[src/rtl/prefetch_pkg.sv]
// prefetch_pkg: shared types and helpers for the instruction prefetch queue.
//   - boundary decoder state encoding
//   - width helpers (bytes per bus word, byte-PC width)
//   - FIFO entry layout {instr, len, pc}
//   - pf_need_next: does the instruction continue past the current byte?
package prefetch_pkg;

    typedef enum logic [1:0] {
        B0 = 2'd0,
        B1 = 2'd1,
        B2 = 2'd2,
        B3 = 2'd3
    } bnd_state_t;

    // Widest byte PC the queue entry can carry.
    localparam int PF_PC_MAX = 32;

    typedef struct packed {
        logic [31:0]          instr;
        logic [2:0]           len;
        logic [PF_PC_MAX-1:0] pc;
    } pf_entry_t;

    function automatic int pf_bytes(input int bus_w);
        return bus_w / 8;
    endfunction

    function automatic int pf_pc_w(input int adr_w, input int bus_w);
        return adr_w + $clog2(bus_w / 8);
    endfunction

    // 1 = the instruction needs another byte after the one seen in state s.
    // In B2 the decision was already taken from byte1 (latched as szw).
    function automatic logic pf_need_next(input bnd_state_t s,
                                          input logic [7:0] b,
                                          input logic       szw);
        logic nxt;
        nxt = 1'b0;
        case (s)
            B0:      nxt = b[1] | b[0];
            B1:      nxt = b[1];
            B2:      nxt = szw;
            default: nxt = 1'b0;
        endcase
        return nxt;
    endfunction

endpackage

[src/rtl/pf_fifo.sv]
// pf_fifo: synchronous shift-register FIFO with registered head output.
//   clk, rst_n : clock, async active-low reset (all storage zeroed)
//   clr        : synchronous empty, wins over push/pop
//   push, din  : write; accepted when not full, or when full with a pop
//   pop        : remove head when not empty
//   dout       : head entry (straight from a flop)
//   empty/full : occupancy flags
module pf_fifo #(
    parameter int WIDTH    = 8,
    parameter int DEPTH_LG = 3
) (
    input  logic             clk,
    input  logic             rst_n,
    input  logic             clr,
    input  logic             push,
    input  logic [WIDTH-1:0] din,
    input  logic             pop,
    output logic [WIDTH-1:0] dout,
    output logic             empty,
    output logic             full
);

    localparam int DEPTH = 1 << DEPTH_LG;

    logic [WIDTH-1:0]  slot [DEPTH];
    logic [DEPTH_LG:0] count;
    logic [DEPTH_LG:0] wr_pos;
    logic              do_pop;
    logic              do_push;

    assign empty   = (count == '0);
    assign full    = (count == (DEPTH_LG+1)'(DEPTH));
    assign do_pop  = pop && !empty;
    assign do_push = push && (!full || do_pop);
    // Slot 0 is always the head; a push lands behind the last live entry,
    // which moves down one place when the same cycle also pops.
    assign wr_pos  = do_pop ? count - 1'b1 : count;
    assign dout    = slot[0];

    always_ff @(posedge clk or negedge rst_n) begin
        if (!rst_n) begin
            count <= '0;
            for (int i = 0; i < DEPTH; i++) begin
                slot[i] <= '0;
            end
        end else if (clr) begin
            count <= '0;
        end else begin
            if (do_pop) begin
                for (int i = 0; i < DEPTH-1; i++) begin
                    slot[i] <= slot[i+1];
                end
            end
            if (do_push) begin
                slot[wr_pos[DEPTH_LG-1:0]] <= din;
            end
            case ({do_push, do_pop})
                2'b10:   count <= count + 1'b1;
                2'b01:   count <= count - 1'b1;
                default: count <= count;
            endcase
        end
    end

endmodule

[src/rtl/prefetch_queue.sv]
// prefetch_queue: instruction prefetch unit.
// Fetches bus words (max two reads in flight), assembles 1-4 byte instructions
// one byte per cycle and queues {instr, len, pc} for the execution unit.
//   clk, rst_n        : clock, async active-low reset
//   mem_req/mem_adr   : read request and word address (held until granted)
//   mem_gnt           : request accepted
//   mem_rvalid/rdata  : in-order read return
//   instr_vld/rdy     : queue head handshake
//   instr/len/pc      : head instruction (byte0 in [31:24]), length, byte PC
//   flush/flush_pc    : redirect to any byte address
//
// Boundary decoder states:
//   state | meaning
//   B0    | expecting byte0 of a new instruction
//   B1    | byte0 held, expecting byte1
//   B2    | byte0-1 held, expecting byte2
//   B3    | byte0-2 held, expecting byte3
module prefetch_queue
    import prefetch_pkg::*;
#(
    parameter  int BUS_W    = 16,
    parameter  int ADR_W    = 20,
    parameter  int DEPTH_LG = 3,
    parameter  int RESET_PC = 0,
    localparam int BYTES    = pf_bytes(BUS_W),
    localparam int OFF_W    = $clog2(BYTES),
    localparam int PC_W     = pf_pc_w(ADR_W, BUS_W)
) (
    input  logic             clk,
    input  logic             rst_n,
    output logic             mem_req,
    output logic [ADR_W-1:0] mem_adr,
    input  logic             mem_gnt,
    input  logic             mem_rvalid,
    input  logic [BUS_W-1:0] mem_rdata,
    output logic             instr_vld,
    input  logic             instr_rdy,
    output logic [31:0]      instr,
    output logic [2:0]       instr_len,
    output logic [PC_W-1:0]  instr_pc,
    input  logic             flush,
    input  logic [PC_W-1:0]  flush_pc
);

    logic             started;
    logic [ADR_W-1:0] adr;
    logic [1:0]       outstanding;
    logic [1:0]       discard;
    logic [1:0]       out_n;
    logic             ret;

    // Return register in front of the word buffer.
    logic             in_vld;
    logic [BUS_W-1:0] in_data;

    // Two-entry word buffer, wb[0] is the head.
    logic [BUS_W-1:0] wb [2];
    logic [1:0]       wb_cnt;
    logic             wb_pop;

    logic [OFF_W-1:0] byte_idx;
    logic [PC_W-1:0]  asm_pc;
    bnd_state_t       state;
    logic [7:0]       b0, b1, b2;
    logic             szw;

    logic [7:0]       cur_byte;
    logic             head_vld;
    logic             cont;
    logic             can_push;
    logic             consume;
    logic             emit;

    pf_entry_t        ent;
    pf_entry_t        head;
    logic             fifo_pop;
    logic             fifo_empty;
    logic             fifo_full;

    // A return with nothing outstanding is a protocol error and is ignored.
    assign ret      = mem_rvalid && (outstanding != 2'd0);
    assign out_n    = outstanding + 2'(mem_gnt) - 2'(ret);

    // Words in flight, in the return register and in the buffer all count
    // against the two-word budget, so the buffer can never overflow.
    assign mem_req  = started && !flush &&
                      ((3'(wb_cnt) + 3'(in_vld) + 3'(outstanding)) < 3'd2);
    assign mem_adr  = adr;

    assign head_vld = (wb_cnt != 2'd0);
    assign cur_byte = wb[0][{byte_idx, 3'b000} +: 8];
    assign cont     = pf_need_next(state, cur_byte, szw);
    assign fifo_pop = instr_vld && instr_rdy && !flush;
    assign can_push = !fifo_full || fifo_pop;
    // A byte that completes an instruction is only taken if it can be queued.
    assign consume  = !flush && head_vld && (cont || can_push);
    assign emit     = !flush && head_vld && !cont && can_push;
    assign wb_pop   = consume && (byte_idx == OFF_W'(BYTES-1));

    always_comb begin
        ent       = '0;
        ent.pc    = PF_PC_MAX'(asm_pc);
        ent.len   = 3'd1;
        ent.instr = {cur_byte, 24'h0};
        case (state)
            B1: begin
                ent.len   = 3'd2;
                ent.instr = {b0, cur_byte, 16'h0};
            end
            B2: begin
                ent.len   = 3'd3;
                ent.instr = {b0, b1, cur_byte, 8'h0};
            end
            B3: begin
                ent.len   = 3'd4;
                ent.instr = {b0, b1, b2, cur_byte};
            end
            default: ;
        endcase
    end

    // Fetch, return path, word buffer and assembly pointer.
    always_ff @(posedge clk or negedge rst_n) begin
        if (!rst_n) begin
            started     <= 1'b0;
            adr         <= ADR_W'(RESET_PC >> OFF_W);
            outstanding <= 2'd0;
            discard     <= 2'd0;
            in_vld      <= 1'b0;
            in_data     <= '0;
            wb[0]       <= '0;
            wb[1]       <= '0;
            wb_cnt      <= 2'd0;
            byte_idx    <= OFF_W'(RESET_PC);
            asm_pc      <= PC_W'(RESET_PC);
        end else begin
            started     <= 1'b1;
            outstanding <= out_n;
            if (flush) begin
                // Everything still in flight after this edge is stale.
                discard  <= out_n;
                adr      <= flush_pc[PC_W-1:OFF_W];
                in_vld   <= 1'b0;
                wb_cnt   <= 2'd0;
                byte_idx <= flush_pc[OFF_W-1:0];
                asm_pc   <= flush_pc;
            end else begin
                if (mem_gnt) begin
                    adr <= adr + 1'b1;
                end
                if (ret && (discard != 2'd0)) begin
                    discard <= discard - 1'b1;
                end
                in_vld <= ret && (discard == 2'd0);
                if (ret) begin
                    in_data <= mem_rdata;
                end

                case ({wb_pop, in_vld})
                    2'b01: begin
                        wb[wb_cnt[0]] <= in_data;
                        wb_cnt        <= wb_cnt + 1'b1;
                    end
                    2'b10: begin
                        wb[0]  <= wb[1];
                        wb_cnt <= wb_cnt - 1'b1;
                    end
                    2'b11: begin
                        wb[0] <= (wb_cnt == 2'd1) ? in_data : wb[1];
                        wb[1] <= in_data;
                    end
                    default: ;
                endcase

                if (consume) begin
                    byte_idx <= wb_pop ? '0 : byte_idx + 1'b1;
                end
                if (emit) begin
                    asm_pc <= asm_pc + PC_W'(ent.len);
                end
            end
        end
    end

    // Boundary decoder.
    always_ff @(posedge clk or negedge rst_n) begin
        if (!rst_n) begin
            state <= B0;
            b0    <= 8'h0;
            b1    <= 8'h0;
            b2    <= 8'h0;
            szw   <= 1'b0;
        end else if (flush) begin
            state <= B0;
            b0    <= 8'h0;
            b1    <= 8'h0;
            b2    <= 8'h0;
            szw   <= 1'b0;
        end else if (consume) begin
            if (cont) begin
                case (state)
                    B0: begin
                        b0    <= cur_byte;
                        state <= B1;
                    end
                    B1: begin
                        b1    <= cur_byte;
                        szw   <= cur_byte[0];
                        state <= B2;
                    end
                    B2: begin
                        b2    <= cur_byte;
                        state <= B3;
                    end
                    default: state <= B0;
                endcase
            end else begin
                state <= B0;
            end
        end
    end

    pf_fifo #(
        .WIDTH    ($bits(pf_entry_t)),
        .DEPTH_LG (DEPTH_LG)
    ) u_fifo (
        .clk   (clk),
        .rst_n (rst_n),
        .clr   (flush),
        .push  (emit),
        .din   (ent),
        .pop   (fifo_pop),
        .dout  (head),
        .empty (fifo_empty),
        .full  (fifo_full)
    );

    assign instr_vld = !fifo_empty;
    assign instr     = head.instr;
    assign instr_len = head.len;
    assign instr_pc  = head.pc[PC_W-1:0];

    a_rvalid_outstanding : assert property (
        @(posedge clk) disable iff (!rst_n) mem_rvalid |-> (outstanding != 2'd0)
    );

endmodule

[config.mk]
export PLATFORM = sky130hd
export DESIGN_NAME = prefetch_queue
export DESIGN_NICKNAME = d
export VERILOG_FILES = /design/src/rtl/prefetch_pkg.sv /design/src/rtl/pf_fifo.sv /design/src/rtl/prefetch_queue.sv
export SDC_FILE = /design/constraint.sdc
export NUM_CORES = 1
export LEC_CHECK = 0
export ABC_CLOCK_PERIOD_IN_PS = 3600
export BUFFER_PORTS_ARGS = -buffer_cell sky130_fd_sc_hd__buf_2
export CAP_MARGIN = 5
export CORE_ASPECT_RATIO = 0.8
export CORE_MARGIN = 2
export CORE_UTILIZATION = 28
export CTS_CLUSTER_SIZE = 10
export DETAILED_ROUTE_END_ITERATION = 12
export PLACE_DENSITY = 0.4
export SLEW_MARGIN = 30
export SYNTH_ARGS = -nofsm -noshare
export SYNTH_HDL_FRONTEND = slang
export SYNTH_SLANG_ARGS = --single-unit
[constraint.sdc]
create_clock -name clk -period 3.6 [get_ports clk]
set_input_delay 0.72 -clock clk [delete_from_list [all_inputs] [get_ports clk]]
set_output_delay 0.72 -clock clk [all_outputs]
set_load 0.05 [all_outputs]
# Yosys cells after proc, flatten, opt, wreduce, memory -nomap -nowiden
# Cells that the tools add are included.
# totals
regBits	665
latchBits	0
ramBits	0
romBits	0
input_bits	43
out_inout_bits	78
memories	0
# op_classes
addsub	12
n_mul	0
n_div	0
n_lt_le_gt_ge	5
eq_ne	10
shift	1
muxes	49
n_bitwise	4
n_reduce_logical	48
# op_table
operator	count
$mux W469	2
$bwmux W536	1
$mux W536	1
$demux W67 S3	1
$pmux W35 S3	1
$mux W8	12
$mux W67	1
$pmux W16 S3	1
$mux W21	2
$mux W20	2
$bwmux W32	1
$mux W16	2
$pmux W16 S2	1
$reduce_bool A2 Y1	12
$add A21 B3 Y21	1
$add A20 B1 Y20 const B	1
$demux W16 S1	1
$logic_and A1 B1 Y1	16
$shiftx A16 B5 Y8	1
$mux W2	6
$eq A2 B2 Y1 const B	5
$reduce_and A3 Y1	3
$reduce_bool A3 Y1	3
$eq A2 B1 Y1 const B	4
31 further kinds	48

# Logic depth before layout (Yosys ltp)
# Gate-level depths: netlist of the first run.
# logic_depth
depth_word	13
mapped_depth	11
depth_no_buf	9

# By module
# From an unflattened synthesis of the first run, not the netlist that was laid out.
# hier_totals
hier_cells	2630
area_unflattened_um2	29691.0
# by_module_without_submodules
mod	n_inst	cells_per_inst	area_each_um2	seq_area_each_um2
pf_fifo	1	1956	23084.6	13513.0
prefetch_queue	1	674	6606.3	3103.0

# Least setup slack after synthesis of the first run
# OpenSTA, ideal clock, no wires.
# synth_timing
path_kind	input -> output
startpoint	input flush
endpoint	output mem_req
t_arrival_ns	1.951
slack_ns	0.929
path_stages	5
n_path_buf	3
path_cell_list	buf_2 -> inv_1 -> clkbuf_1 -> clkbuf_1 -> and4_1
# synth_between
elab_chain_cells	3
# synth_rtl
element	line_no	rtl
start, declared	prefetch_queue.sv:41	input logic flush,
$logic_not A1 Y1	prefetch_queue.sv:86	assign mem_req = started && !flush &&
$logic_and A1 B1 Y1 (2 in series)	prefetch_queue.sv:86	
end, declared	prefetch_queue.sv:31	output logic mem_req,
# Every way passes these cells.

# Worst setup path after layout of the first run
# layout_timing
startpoint	register wb_cnt[0]
endpoint	output mem_req
# layout_between
elab_chain_cells	4
# layout_rtl
element	line_no	rtl
start, declared	prefetch_queue.sv:58	logic [1:0] wb_cnt;
start signal, assigned	prefetch_queue.sv:162	wb_cnt <= wb_cnt + 1'b1;
start signal, assigned	prefetch_queue.sv:166	wb_cnt <= wb_cnt - 1'b1;
$add A2 B1 Y3	prefetch_queue.sv:87	((3'(wb_cnt) + 3'(in_vld) + 3'(outstanding)) < 3'd2);
$add A3 B2 Y3	prefetch_queue.sv:87	
$lt A3 B2 Y1	prefetch_queue.sv:87	
$logic_and A1 B1 Y1	prefetch_queue.sv:86	
# Every way passes these cells.

==> results of run 1 <==
power groups by stage:
stage / combinational [W] / sequential [W] / clock (W)
floorplan: 0.00461 / 0.00879 / 0
global placement: 0.00579 / 0.00920 / 0
detailed placement: 0.00591 / 0.00924 / 0
CTS: 0.00594 / 0.00913 / 0.00714
global route: 0.00641 / 0.00933 / 0.00739
finish: 0.00585 / 0.00912 / 0.00685
worst min-delay path by stage:
| stage | startpoint | endpoint | slack (ns) | depth (start not counted) |
|---|---|---|---|---|
| 3_3_place_gp | u_fifo.slot[34] | u_fifo.slot[34] | 0.47 | 1 |
| 6_report | rst_n | u_fifo.slot[316] | 0.06 | 1 |
| 5_1_grt | rst_n | u_fifo.slot[316] | 0.06 | 1 |
| 4_1_cts | rst_n | u_fifo.slot[316] | 0.05 | 1 |
| 2_1_floorplan | rst_n | asm_pc[0] | 0.42 | 0 |
| 3_5_place_dp | wb[0] | wb[0] | 0.48 | 1 |
metrics by stage:
step                      instance area [µm²]  std cells  setup WS [ns]  utilization, %  hold WS [ns]
after floorplan                         27800       2177          0.929               -         0.424
after global placement                  29900       3496          0.273            30.3         0.468
after detailed placement                29900       3496          0.441            30.3         0.476
after CTS                               32100       3609          0.333            32.5        0.0533
after global routing                    32100       3609          0.252            32.5        0.0600
final                                   32100       3609          0.382            32.5        0.0559
routing by layer:
layer,up-vias,global-route usage [%],part of all wire (%)
li1,8002,-,-
met4,0,4.12,2.4
met5,-,0,0
met2,293,20.6,41
met3,102,2.79,4.0
met1,8896,22.6,53
Yosys cell counts, types with 3 or more instances:
cell	count
mux2_2	46
inv_1	18
nand2b_1	6
xnor2_1	15
clkbuf_1	68
nand3_1	24
a221o_1	12
ha_1	17
buf_1	5
mux2_1	35
a21o_1	3
nor2b_1	4
a21oi_2	3
and2_1	21
nor2_1	91
a211oi_1	6
buf_2	28
mux2i_1	802
nor3b_1	7
nand4_1	4
a31oi_1	4
xor2_1	13
o211ai_1	11
buf_6	9
a21oi_1	56
nor3_1	9
mux2_4	21
a22oi_1	27
dfrtp_1	576
buf_4	83
and3_1	13
o21ai_0	39
nand2_1	55
o311ai_0	6
cell type report:
| cell class | count | area [µm²] | area share [%] |
|---|---|---|---|
| clock buffers | 103 | 2030 | 6.34 |
| clock inverters | 10 | 126 | 0.394 |
| inverters | 18 | 67.6 | 0.211 |
| multi-input cells | 1390 | 12300 | 38.3 |
| flip-flops and latches | 576 | 14400 | 45.0 |
| well taps | 1312 | 1640 | 5.12 |
| repair buffers | 200 | 1490 | 4.65 |
layout by cell type (no fill, tap or decap), types with 24 or more instances in the layout:
| cell | instances |
|---|---|
| mux2i_1 | 802 |
| dfrtp_1 | 576 |
| buf_2 | 118 |
| nor2_1 | 90 |
| clkbuf_16 | 74 |
| buf_4 | 59 |
| a21oi_1 | 55 |
| nand2_1 | 50 |
| mux2_2 | 46 |
| o21ai_0 | 39 |
| mux2_1 | 35 |
| a22oi_1 | 27 |
| nand3_1 | 24 |
flip-flops by register name, summed over array words and instances (netlist names):
signal,count
started,1
state,2
discard,2
in_data,16
in_vld,1
b0,8
b1,8
u_fifo.count,4
outstanding,2
byte_idx,1
asm_pc,21
b2,8
wb_cnt,2
u_fifo.slot,392
wb,32
u_fifo.dout,56
mem_adr,20
logic make-up (layout without fill, tap and decap cells):
group           Yosys count  in the layout
flops                   576            576
buf+inv                 211            331
simple gates            251            251
compound gates          187            187
fa+ha+maj                19             19
other cells               1              1
xor+xnor                 28             28
mux                     904            904
==> impl_metrics.tcl, run 1 <==
set metrics [dict create \
    status "completed" \
    syn2layout_area_growth_pct 15.2 \
    via_per_inst 4.79 \
    drc 0 \
    grt_overflow 0 \
    antenna_found_initial 1 \
    place_hpwl_mm 49.6 \
    vias 17300 \
    rsz0062_at_grt "no" \
    worstSetupPathType "reg2out" \
    synth-main-ff-cell "dfrtp_1" \
    leakage_nw 15.6 \
    synth_area_leaders "dfrtp_1, mux2i_1, buf_4, mux2_2, mux2_1" \
    vdd_drop_max_uv 377 \
    cts_resized 0 \
    clk_pin_slew_ns 0.05 \
    switching_share_pct 34.5 \
    synth_top_area_cell "dfrtp_1" \
    drt-total-wl_mm 73.8 \
    pwr_density_cell_nw_per_um2 681 \
    critPathCapture "mem_req" \
    first_pass_iters 5 \
    synth_xor_area_share_pct 0.881 \
    finalCritPeriodShare_pct 89.4 \
    max_stage_delay_ns 0.50 \
    synth_fp_nets 2239 \
    fmax_mhz 311 \
    grt_pass1_wl_mm 117 \
    path_depth 5 \
    finalCriticalPeriod_ns 3.22 \
    start_kind "flip-flop" \
    initial_core_util_pct 28.2 \
    maxCapViolCount 0 \
    r2r_setup_slack_ns 0.47 \
    synthCells 2177 \
    seq_area_frac_synth_pct 51.8 \
    crit_fanout 10 \
    hold_buffers 0 \
    grt_max_degree 92 \
    io_buffers 120 \
    crit-reg2reg-capture "u_fifo.slot[185]" \
    die_area_um2 102000 \
    antennaDiodeCount 0 \
    endpoint_kind "output port" \
    cts_tree "yes" \
    grt_pass1_vias 18500 \
    finalPower_w 0.0218 \
    cts_made_buffers 72 \
    synth_top_family_by_area "multiplexers" \
    fill_cells 9833 \
    setup_tns_ns 0 \
    drive_gt1_share_pct 16.5 \
    synthArstFlopShare_pct 100 \
    die_w_um 356 \
    path_cells "ha_1 > a21oi_1 > fa_1 > and4_1 > buf_2" \
    required_ns 2.88 \
    synth_compound_area_share_pct 4.45 \
    track_usage_pct 14.7 \
    cts_sinks 576 \
    yosys_warnings 0 \
    final_antenna_net_count 0 \
    p_int_w 0.0143 \
    yosys.area_share.adder_pct 0.908 \
    fp-row-count 103 \
    seqPwrFrac_pct 41.8 \
    io_pins 121 \
    synth_edf_count 0 \
    cpMaxStageDelayCell "fa_1" \
    core-area_um2 98600 \
    gp_congestion 0.748 \
    ys_types 66 \
    die_h_um 286 \
    cp_num_buf_inv 1 \
    p_switching_w 0.00753 \
    relSlewSlack_pct 39.3 \
    path_delay_family "adder cells" \
    cts_root_buf "clkbuf_16" \
    drt_first_iter_violations 920 \
    power_frac_clock_pct 31.4 \
    clock-skew-final_ns 0.0273 \
    synth_area_um2 27800 \
    slew_violations 0 \
    worst_pin_slew_ns 0.907 \
    h-tree-depth 3 \
    yosys.area_share.simple_pct 4.36 \
    report.final.hold_viol_count 0 \
    ys_ff_latch 576 \
    post-cts-setup-buffers 0 \
    insertion_delay_ns 0.63 \
    syn_area_per_cell_um2 12.8 \
    finalSetupViolCount 0 \
    synthMuxAreaShare_pct 33.3 \
    cts.path.max_buffers 3 \
    wl_per_cell_um 20.4 \
    reg2reg_from "u_fifo.count[1]" \
    crit_arrival_ns 2.50 \
    combinationalPowerShare_pct 26.8 \
    startpoint "wb_cnt[0]" \
    fin_nets 2320 \
    hp-class "in2async" \
    synth_top_area_share_pct 51.8 \
    reg2regPathDepth 9 \
]
No activity file was read; power rests on OpenSTA's default activity.
==> run 2: changes to the inputs <==
==> constraint.sdc (replaced) <==
create_clock -name clk -period 3.6 [get_ports clk]
set_input_delay 1.08 -clock clk [delete_from_list [all_inputs] [get_ports clk]]
set_output_delay 1.08 -clock clk [all_outputs]
set_load 0.05 [all_outputs]
==> impl_metrics.tcl, run 2 (synthesis gave the netlist of run 1 again) <==
set metrics [dict create \
    largest_reg_flops 392 \
    path_cells "ha_1 > a21oi_1 > fa_1 > and4_1 > buf_4" \
    crit_arrival_ns 2.30 \
    io_pins 121 \
    fin_nets 2321 \
    first_pass_iters 5 \
    insertion_delay_ns 0.64 \
    relSlewSlack_pct 44.9 \
    grt_pass1_wl_mm 117 \
    path_delay_family "adder cells" \
    grt_overflow 0 \
    grt_max_degree 96 \
    wl_per_cell_um 20.6 \
    path_depth 5 \
    final_antenna_net_count 0 \
    antenna_found_initial 3 \
    start_kind "flip-flop" \
    antennaDiodeCount 0 \
    syn2layout_area_growth_pct 15.1 \
    reg2regPathDepth 9 \
    drc 0 \
    holdWs_ns 0.395 \
    place_hpwl_mm 48.9 \
    finalSetupViolCount 0 \
    cts_tree "yes" \
    final_common_cell "mux2i_1" \
    drt_first_iter_violations 965 \
    top_usage_layer "met1" \
    rsz0062_at_grt "no" \
    finalCriticalPeriod_ns 3.38 \
    clock-skew-final_ns 0.0303 \
    gr-usage-met2_pct 20.9 \
    pwr_density_cell_nw_per_um2 681 \
    cts_made_buffers 72 \
    core-area_um2 98600 \
    most-common-layout-cells "mux2i_1, dfrtp_1, buf_2" \
    leakage_nw 15.6 \
    h-tree-depth 3 \
    required_ns 2.52 \
    cp_num_buf_inv 1 \
    fmax_mhz 296 \
    gp_congestion 0.766 \
    fill_cells 9832 \
    grt_pass1_vias 18200 \
    cpMaxStageDelayCell "fa_1" \
    clk_pin_slew_ns 0.05 \
    via_per_inst 4.78 \
    max_stage_delay_ns 0.45 \
    cts_sinks 576 \
    cts.path.max_buffers 3 \
    initial_core_util_pct 28.2 \
    grt_use_met1_pct 22.7 \
    die_w_um 356 \
    die_h_um 286 \
    slew_violations 0 \
    die_area_um2 102000 \
    endpoint_kind "output port" \
    drive_gt1_share_pct 16.8 \
    fp-row-count 103 \
    cts_root_buf "clkbuf_16" \
    status "completed" \
    worst_pin_slew_ns 0.827 \
    finalCritPeriodShare_pct 93.9 \
    vdd_drop_max_uv 352 \
    crit_fanout 4 \
    maxCapViolCount 0 \
    setup_tns_ns 0 \
    drt-total-wl_mm 74.3 \
    track_usage_pct 14.8 \
    io_buffers 120 \
    worstSetupPathType "reg2out" \
    hp-class "in2async" \
    top_register "u_fifo.slot" \
    vias 17200 \
    report.final.hold_viol_count 0 \
    use_met3_pct 3.15 \
]
[run 2: cell count changes in the layout (fill, tap and decap cells not counted), moves of 2 or more]
cell	change
clkbuf_1	-9
clkinv_8	+2
buf_12	-2
buf_4	+4
clkinv_2	+2
[run 2: worst reg2reg max path: stages, from the launching register on]
cell	delay, ns
dfrtp_1	0.46
inv_1	0.11
ha_1	0.36
or3b_4	0.47
nand2_2	0.15
xnor2_1	0.25
and2_4	0.35
and2_2	0.22
buf_4	0.31
mux2_1	0.36
[run 2: timing repair]
action	4_1_cts	5_1_grt
pin swaps	0	0
endpoints found under the hold margin	0	0
gates resized for setup	2	0
hold buffers	0	0
buffers inserted	0	2
endpoints found under the setup margin	1	1
[run 2: through the flow]
| stage | total power (W) | std cells | utilization [%] | setup WS (ns) | cell area [µm²] |
|---|---|---|---|---|---|
| final | 0.0218 | 3604 | 32.5 | 0.219 | 32000 |
| after global routing | 0.0231 | 3604 | 32.5 | 0.0723 | 32000 |
| after CTS | 0.0222 | 3602 | 32.5 | 0.0738 | 32000 |
| after detailed placement | 0.0152 | 3495 | 30.3 | 0.360 | 29800 |
| after global placement | 0.0150 | 3495 | 30.3 | 0.395 | 29800 |
| after floorplan | 0.0134 | 2177 | - | 0.209 | 27800 |
[run 2: routing by layer]
metal  vias to the layer above  wire [µm]
met4                         0       1460
met1                      8886      38800
met3                       102       3000
li1                       7969          -
met5                         -          0
met2                       263      31000
[run 2: final timing paths]
path                                 startpoint          endpoint  slack [ns]
worst max-delay path                  wb_cnt[0]           mem_req        0.22
min in group clk                 u_fifo.slot[6]    u_fifo.slot[6]        0.48
worst min register to register   u_fifo.slot[6]    u_fifo.slot[6]        0.48
worst min-delay path                      rst_n  u_fifo.slot[381]        0.40
max in group asynchronous                 rst_n  u_fifo.slot[244]        2.19
worst max register to register  u_fifo.count[1]    u_fifo.slot[6]        0.44
[run 2: power by group]
part / switching [W] / internal (W)
Combinational: 0.00354 / 0.00236
Sequential: 0.00113 / 0.00798
Clock: 0.00282 / 0.00397
[run 2: area by class of cell]
class	count	area [µm²]	share of cell area, %
Clock inverter	12	141	0.442
Multi-Input combinational cell	1390	12300	38.3
Clock buffer	95	2010	6.28
Timing Repair Buffer	201	1470	4.60
Sequential cell	576	14400	45.0
Tap cell	1312	1640	5.13
Inverter	18	67.6	0.211
==> run 3: changes to the inputs <==
--- a/config.mk
+++ b/config.mk
@@ -10,10 +10,10 @@
 export CAP_MARGIN = 5
 export CORE_ASPECT_RATIO = 0.8
 export CORE_MARGIN = 2
-export CORE_UTILIZATION = 28
-export CTS_CLUSTER_SIZE = 10
+export CORE_UTILIZATION = 39
+export CTS_CLUSTER_SIZE = 14
 export DETAILED_ROUTE_END_ITERATION = 12
-export PLACE_DENSITY = 0.4
+export PLACE_DENSITY = 0.52
 export SLEW_MARGIN = 30
 export SYNTH_ARGS = -nofsm -noshare
 export SYNTH_HDL_FRONTEND = slang
==> impl_metrics.tcl, run 3 (synthesis gave the netlist of run 1 again) <==
set metrics [dict create \
    drc 0 \
    cts_sinks 576 \
    track_usage_pct 17.9 \
    place_hpwl_mm 43.4 \
    r2r_setup_slack_ns 0.48 \
    final_common_cell "mux2i_1" \
    die_w_um 303 \
    cts_root_buf "clkbuf_16" \
    wl_per_cell_um 20.2 \
    leakage_nw 15.5 \
    status "completed" \
    start_kind "flip-flop" \
    worst_pin_slew_ns 0.813 \
    gp_congestion 0.790 \
    startpoint "wb_cnt[0]" \
    crit-reg2reg-capture "u_fifo.slot[58]" \
    fin_area_um2 31400 \
    io_buffers 120 \
    cts_tree "yes" \
    syn2layout_area_growth_pct 12.8 \
    required_ns 2.52 \
    cpMaxStageDelayCell "dfrtp_2" \
    io_pins 121 \
    finalSetupViolCount 0 \
    endpoint_kind "output port" \
    clk_pin_slew_ns 0.06 \
    grt_max_degree 106 \
    grt_overflow 0 \
    top_register "u_fifo.slot" \
    core-area_um2 70500 \
    drive_gt1_share_pct 16.8 \
    slew_violations 0 \
    antenna_found_initial 1 \
    h-tree-depth 2 \
    largest_reg_flops 392 \
    vias 17000 \
    path_delay_family "adder cells" \
    fp-row-count 87 \
    grt_pass1_wl_mm 105 \
    cts_made_buffers 61 \
    worstSetupPathType "reg2out" \
    finalCritPeriodShare_pct 96.5 \
    first_pass_iters 5 \
    report.final.hold_viol_count 0 \
    hp-class "in2async" \
    hold_buffers 0 \
    clock-skew-final_ns 0.0213 \
    relSlewSlack_pct 45.6 \
    via_per_inst 5.27 \
    initial_core_util_pct 39.5 \
    reg2reg_from "u_fifo.count[1]" \
    fmax_mhz 288 \
    dpl_cell_area_um2 29300 \
    pwr_density_cell_nw_per_um2 671 \
    reg2regPathDepth 9 \
    drt_first_iter_violations 1002 \
    cts.path.max_buffers 3 \
    grt_pass1_vias 17500 \
    crit_fanout 7 \
    fill_cells 6448 \
    fin_nets 2302 \
    maxCapViolCount 0 \
    cp_num_buf_inv 1 \
    drt-total-wl_mm 65.1 \
    setup_tns_ns 0 \
    vdd_drop_max_uv 342 \
    finalCriticalPeriod_ns 3.48 \
    die_h_um 243 \
    insertion_delay_ns 0.63 \
    most-common-layout-cells "mux2i_1, dfrtp_1, buf_2" \
    final_antenna_net_count 0 \
    rsz0062_at_grt "no" \
    path_cells "ha_1 > a21oi_1 > fa_1 > and4_1 > clkbuf_4" \
    max_stage_delay_ns 0.45 \
    die_area_um2 73500 \
    crit_arrival_ns 2.40 \
]
[run 3: cell count changes in the layout (fill, tap and decap cells not counted), moves of 2 or more]
cell / change
buf_12: +2
buf_4: -11
clkbuf_16: -11
clkbuf_8: +12
clkinv_2: +10
clkinv_8: -3
clkinvlp_4: +2
[run 3: layout make-up]
cell class / instances / area, µm² / share of cell area (%)
Timing Repair Buffer: 193 / 1440 / 4.58
Tap cell: 934 / 1170 / 3.72
Sequential cell: 576 / 14400 / 45.9
Antenna cell: 1 / 2.50 / 0.00797
Clock buffer: 95 / 1900 / 6.04
Multi-Input combinational cell: 1390 / 12300 / 39.1
Inverter: 18 / 67.6 / 0.215
Clock inverter: 19 / 129 / 0.411
[run 3: worst register-to-register path: stages (launching register included)]
cell and delay [ns]:
dfrtp_1 0.46, inv_1 0.11, ha_1 0.33, or3b_4 0.46, nand2_2 0.14, xnor2_1 0.24, and2_4 0.34, and2_2 0.20
buf_12 0.33, mux2_1 0.39
[run 3: per-stage QoR]
| stage | total power (W) | hold slack, ns | instances | setup WS [ns] | util [%] |
|---|---|---|---|---|---|
| floorplan | 0.0134 | 0.458 | 2177 | 0.209 | - |
| global placement | 0.0147 | 0.468 | 3108 | 0.390 | 41.6 |
| detailed placement | 0.0149 | 0.475 | 3108 | 0.327 | 41.6 |
| CTS | 0.0213 | 0.417 | 3222 | 0.0210 | 44.5 |
| global route | 0.0223 | 0.445 | 3225 | 0.0196 | 44.5 |
| finish | 0.0211 | 0.425 | 3226 | 0.125 | 44.5 |
[run 3: report_power, final]
group          switching, W  internal [W]
sequential          0.00109       0.00798
clock               0.00263       0.00367
combinational       0.00338       0.00232
total               0.00710        0.0140
[run 3: what timing repair did]
| action | 4_1_cts | 5_1_grt |
|---|---|---|
| setup buffers | 0 | 3 |
| cloned | 0 | 0 |
| endpoints found under the setup margin | 1 | 1 |
| resized for setup | 1 | 1 |
[run 3: worst max path at each step]
stage	endpoint	slack, ns	cells after the start
2_1_floorplan	mem_req	0.21	5
3_3_place_gp	u_fifo.slot[15]	0.39	8
3_5_place_dp	u_fifo.slot[58]	0.33	8
4_1_cts	mem_req	0.02	5
5_1_grt	mem_req	0.02	5
6_report	mem_req	0.12	5
[run 3: per-layer routing]
| layer | track usage (%) | vias to the layer above | part of all wire [%] | wire length [µm] |
|---|---|---|---|---|
| met4 | 4.29 | 0 | 1.8 | 1190 |
| met1 | 28.5 | 8699 | 53 | 34500 |
| met2 | 25.2 | 268 | 42 | 27000 |
| li1 | - | 7946 | - | - |
| met3 | 2.74 | 82 | 3.6 | 2370 |
| met5 | 0 | - | 0 | 0 |
